**config.mk**
```make
export PLATFORM = sky130hd
export DESIGN_NAME = io_irq_controller
export DESIGN_NICKNAME = d
export VERILOG_FILES = /design/src/rtl/io_pkg.sv /design/src/rtl/irq_prio_enc.sv /design/src/rtl/io_irq_controller.sv
export SDC_FILE = /design/constraint.sdc
export NUM_CORES = 1
export LEC_CHECK = 0
export CAP_MARGIN = 20
export CORE_MARGIN = 4
export CORE_UTILIZATION = 53
export CTS_BUF_LIST = sky130_fd_sc_hd__clkbuf_4 sky130_fd_sc_hd__clkbuf_8
export CTS_CLUSTER_SIZE = 10
export DETAILED_ROUTE_END_ITERATION = 8
export PLACE_DENSITY = 0.91
export SLEW_MARGIN = 15
export SYNTH_ARGS = -nofsm -noshare
export SYNTH_HDL_FRONTEND = slang
export SYNTH_SLANG_ARGS = --single-unit
```
**constraint.sdc**
```tcl
create_clock -name clk -period 11.6 [get_ports clk]
set_clock_uncertainty 0.05 [all_clocks]
set_input_delay 2.32 -clock clk [delete_from_list [all_inputs] [get_ports clk]]
set_output_delay 2.32 -clock clk [all_outputs]
set_load 0.005 [all_outputs]
```
**src/rtl/io_pkg.sv**
```systemverilog
// Shared types and defaults for the processor-side I/O interrupt controller.
package io_pkg;
    localparam int W_DEF       = 16;
    localparam int NSRC_DEF    = 4;
    localparam int PULSE_DEF   = 1;
    localparam int TIMEOUT_DEF = 64;
    localparam int CNT_W       = 8;

    typedef enum logic [1:0] {
        IDLE,
        ASSERT,
        WAIT_ACK,
        GAP
    } state_t;
endpackage

```
**src/rtl/irq_prio_enc.sv**
```systemverilog
// Lowest-index-first priority encoder over the eligible request vector.
module irq_prio_enc #(
    parameter int NSRC = 4,
    parameter int IW   = $clog2(NSRC)
) (
    input  logic [NSRC-1:0] req,
    output logic            valid,
    output logic [IW-1:0]   id
);
    always_comb begin
        valid = |req;
        id    = '0;
        for (int i = NSRC - 1; i >= 0; i--) begin
            if (req[i]) id = IW'(i);
        end
    end
endmodule

```
**src/rtl/io_irq_controller.sv**
```systemverilog
// Collects peripheral interrupt requests, serves them one at a time to the
// core's interrupt/in_port pins, and captures the core's out_port writes.
module io_irq_controller
    import io_pkg::*;
#(
    parameter int W       = W_DEF,
    parameter int NSRC    = NSRC_DEF,
    parameter int PULSE   = PULSE_DEF,
    parameter int TIMEOUT = TIMEOUT_DEF,
    localparam int IW     = $clog2(NSRC)
) (
    input  logic            clk,
    input  logic            rst,
    input  logic [NSRC-1:0] irq_req,
    input  logic [NSRC*W-1:0] irq_data,
    input  logic [NSRC-1:0] irq_mask,
    input  logic            irq_ack,
    input  logic            ovr_clr,
    input  logic            out_valid,
    input  logic [W-1:0]    out_port,
    output logic            interrupt,
    output logic [W-1:0]    in_port,
    output logic [IW-1:0]   irq_id,
    output logic [NSRC-1:0] overrun,
    output logic [W-1:0]    out_data,
    output logic            out_strobe
);
    logic [NSRC-1:0]  req_q;
    logic [NSRC-1:0]  pending;
    logic [NSRC-1:0]  edges;
    logic [NSRC-1:0]  ack_vec;
    logic [W-1:0]     data_q [NSRC];
    state_t           state, state_n;
    logic [CNT_W-1:0] cnt, cnt_n;
    logic             sel_valid;
    logic [IW-1:0]    sel_id;
    logic             ack_ok;
    logic             load;

    assign edges     = irq_req & ~req_q;
    assign ack_ok    = irq_ack && (state == ASSERT || state == WAIT_ACK);
    assign interrupt = (state == ASSERT);

    irq_prio_enc #(.NSRC(NSRC), .IW(IW)) u_enc (
        .req   (pending & ~irq_mask),
        .valid (sel_valid),
        .id    (sel_id)
    );

    always_comb begin
        ack_vec = '0;
        if (ack_ok) ack_vec[irq_id] = 1'b1;
    end

    // A fresh edge on the source being acked re-arms it instead of overrunning.
    always_ff @(posedge clk or posedge rst) begin
        if (rst) begin
            req_q   <= '0;
            pending <= '0;
            overrun <= '0;
            for (int i = 0; i < NSRC; i++) data_q[i] <= '0;
        end else begin
            req_q <= irq_req;
            for (int i = 0; i < NSRC; i++) begin
                if (edges[i] && (!pending[i] || ack_vec[i])) begin
                    pending[i] <= 1'b1;
                    data_q[i]  <= irq_data[i*W +: W];
                end else if (ack_vec[i]) begin
                    pending[i] <= 1'b0;
                end
                if (edges[i] && pending[i] && !ack_vec[i])
                    overrun[i] <= 1'b1;
                else if (ovr_clr)
                    overrun[i] <= 1'b0;
            end
        end
    end

    always_comb begin
        state_n = state;
        cnt_n   = cnt;
        load    = 1'b0;
        unique case (state)
            IDLE: begin
                if (sel_valid) begin
                    state_n = ASSERT;
                    cnt_n   = '0;
                    load    = 1'b1;
                end
            end
            ASSERT: begin
                if (ack_ok) begin
                    state_n = GAP;
                    cnt_n   = '0;
                end else if (cnt == CNT_W'(PULSE - 1)) begin
                    state_n = WAIT_ACK;
                    cnt_n   = '0;
                end else begin
                    cnt_n = cnt + 1'b1;
                end
            end
            WAIT_ACK: begin
                if (ack_ok) begin
                    state_n = GAP;
                    cnt_n   = '0;
                end else if (cnt == CNT_W'(TIMEOUT)) begin
                    state_n = ASSERT;
                    cnt_n   = '0;
                end else begin
                    cnt_n = cnt + 1'b1;
                end
            end
            GAP:     state_n = IDLE;
            default: state_n = IDLE;
        endcase
    end

    always_ff @(posedge clk or posedge rst) begin
        if (rst) begin
            state      <= IDLE;
            cnt        <= '0;
            irq_id     <= '0;
            in_port    <= '0;
            out_data   <= '0;
            out_strobe <= 1'b0;
        end else begin
            state      <= state_n;
            cnt        <= cnt_n;
            out_strobe <= out_valid;
            if (load) begin
                irq_id  <= sel_id;
                in_port <= data_q[sel_id];
            end
            if (out_valid) out_data <= out_port;
        end
    end
endmodule
```
==> flow_summary.json <==
{
  "status": "completed",
  "clkLatencyLatePin_ns": 0.44,
  "layout.cells.non_filler": 705,
  "syn_to_final_growth_pct": 32.6,
  "maxSlewHeadroom": 0.493,
  "setup_tns_ns": 0,
  "ant_nets": 0,
  "fin_crit_sh": 0.378,
  "root_buffer": "clkbuf_8",
  "core_um2": 9860,
  "synth_cells": 427,
  "grt_pass1_vias": 4249,
  "grtUsageTotal": 0.240,
  "regToRegSetupSlack_ns": 9.04,
  "pre_cts_ws_ns": 6.88,
  "leakage_uw": 0.00300,
  "fin_util": 0.729,
  "rsz0062_at_grt": "no",
  "maxSlewViolCount": 0,
  "critPathKind": "input pin to register",
  "fp.dieH_um": 109,
  "vias": 3967,
  "min_period_ns": 4.39,
  "critical_path.startpoint": "irq_mask[1]",
  "worstPathArrival_ns": 4.66,
  "port_buffers": 132,
  "start_util": 0.550,
  "cp_max_fo": 20,
  "drive_gt1_frac": 0.133,
  "antennaDiodeCount": 0,
  "synth.avg_cell_area_um2": 12.7,
  "fmax_mhz": 228,
  "wirelength_mm": 13.4,
  "cap_violations": 0,
  "yosysUniqueCellTypes": 48,
  "synth_fp_nets": 526,
  "cts_resized": 0,
  "worstSetupStartpointType": "input pin",
  "cts_tree": "done",
  "clk_pin_slew_ns": 0.07,
  "r2r_start": "state[1]",
  "critPathCaptureType": "register",
  "post_cts.repair.setup_buffers": 0,
  "required_ns": 11.87,
  "hpwl_mm": 9.66,
  "first_pass_iters": 4,
  "cts_buffers": 17,
  "ioPinCount": 133,
  "drc": 0,
  "yosys_warnings": 0,
  "cts_hold_buf": 0,
  "cts_buffer_depth": 2,
  "hold_viol": 0,
  "detail_route.wl_per_cell_um": 19.0,
  "seqCellArea_um2": 3030,
  "power.density_nw_per_um2": 227,
  "drt_iter0_drc": 165,
  "cts_max_level": 4,
  "min_path_type": "register to register",
  "synth_area_leaders": "dfrtp_1 (56%), mux2_1 (13%), nand2_1 (3.6%), mux2_2 (3.5%), a221o_1 (3.0%)",
  "synth.largest_area_cell": "dfrtp_1",
  "grt_max_degree": 81,
  "placed_cells": 672,
  "cts_sinks": 121,
  "die-area_um2": 11900,
  "row_count": 36,
  "ir_worst_vdd_mv": 0.120,
  "synth_seq_area_share": 0.559,
  "synthDominantCellAreaShare": 0.559,
  "synthesis.area_um2": 5420,
  "via_per_inst": 5.63,
  "tightest_slew_ns": 0.760,
  "die_w_um": 109,
  "nNetsFinal": 658,
  "grt_overflow": 0,
  "holdCritStartpoint": "in_port[4]",
  "n_fill_cell": 633,
  "synth_seq_cells": 121,
  "gp_congestion": 0.790,
  "grt_pass1_wl_mm": 21.6,
  "multi_input_area_um2": 2190,
  "grt_antenna_before_repair": 0,
  "timing.final.ws_setup_ns": 7.21,
  "final-setup-viol-count": 0
}
==> cells in the mapped netlist (all sizes together) <==
cell type  instances
a21boi             1
a21oi              4
a221o             16
a2bb2oi            5
a31oi              2
a41oi              1
and2               2
and2b              2
and3               1
and4               1
buf               17
clkbuf             6
dfrtp            121
ha                 6
inv               10
mux2              81
mux2i              1
nand2             53
nand2b            10
nand3              5
nand4              3
nand4b             2
nor2               5
nor2b              4
nor3              32
nor4               1
o211ai             1
o21a               1
o21ai              4
o21bai             1
o22ai              4
o2bb2ai            1
o31ai             22
or2                1
==> where the power goes <==
part           switching [uW]  internal (uW)  leakage [uW]
Combinational             264            281       0.00135
Sequential                122            588       0.00146
Clock                     171            206      0.000195
==> registers in the layout, indices dropped and copies added, names as in the netlist, 2 cells and up <==
register  flops
req_q         4
irq_id        2
pending       4
cnt           8
in_port      16
overrun       4
data_q       64
state         2
out_data     16
==> through the flow <==
step	hold WS, ns	cell area (um^2)	power, uW
3_3_place_gp	0.417	6750	1210
6_report	0.430	7190	1630
4_1_cts	0.431	7160	1630
3_5_place_dp	0.425	6760	1250
2_1_floorplan	0.409	5420	1030
5_1_grt	0.449	7190	1730
==> worst paths after layout <==
kind / cells after the start / end
worst max-delay path: 6 / in_port[12]
worst min-delay path: 2 / in_port[4]
worst max register to register: 7 / data_q[29]
worst min register to register: 2 / in_port[4]
max in group asynchronous: 4 / in_port[11]
min in group asynchronous: 2 / out_data[7]
==> cells by family after synthesis <==
group	synth area share
buffers and inverters	0.0388
flip-flops	0.559
adder cells (fa/ha/maj)	0.0138
multiplexers	0.170
AND/OR/NAND/NOR	0.117
AO/OA/AOI/OAI	0.101
==> routing by layer <==
metal / GRT usage / up-vias / share of wire
li1: - / 1814 / -
met1: 0.303 / 1964 / 0.40
met2: 0.382 / 162 / 0.50
met3: 0.0829 / 27 / 0.078
met4: 0.0947 / 0 / 0.021
met5: 0 / - / 0
==> layout make-up <==
class / instances / share of cell area
clock inverter: 11 / 0.0171
sequential: 121 / 0.421
tap: 133 / 0.0231
multi-input combinational: 273 / 0.304
timing repair buffer: 136 / 0.191
inverter: 10 / 0.00557
clock buffer: 21 / 0.0385
==> worst max-delay path, cell delays in order <==
cell and delay [ns]:
clkdlybuf4s50_1 0.45, nand2b_1 0.59, nand2_2 0.40, nor2_4 0.44, nor3_1 0.10, o31ai_1 0.34
==> layout by cell type (no fill, tap or decap), drive strengths merged, types with 2 or more instances in the layout <==
master / count
clkdlybuf4s50: 132
dfrtp: 121
mux2: 81
nand2: 53
nor3: 32
o31ai: 22
clkbuf: 21
a221o: 16
inv: 10
nand2b: 10
ha: 6
nand3: 5
a2bb2oi: 5
nor2: 5
clkinv: 5
o22ai: 4
clkinvlp: 4
nor2b: 4
a21oi: 4
buf: 4
o21ai: 4
nand4: 3
and2b: 2
bufinv: 2
and2: 2
a31oi: 2
nand4b: 2
Note: power is estimated with default switching activity, not from simulation.
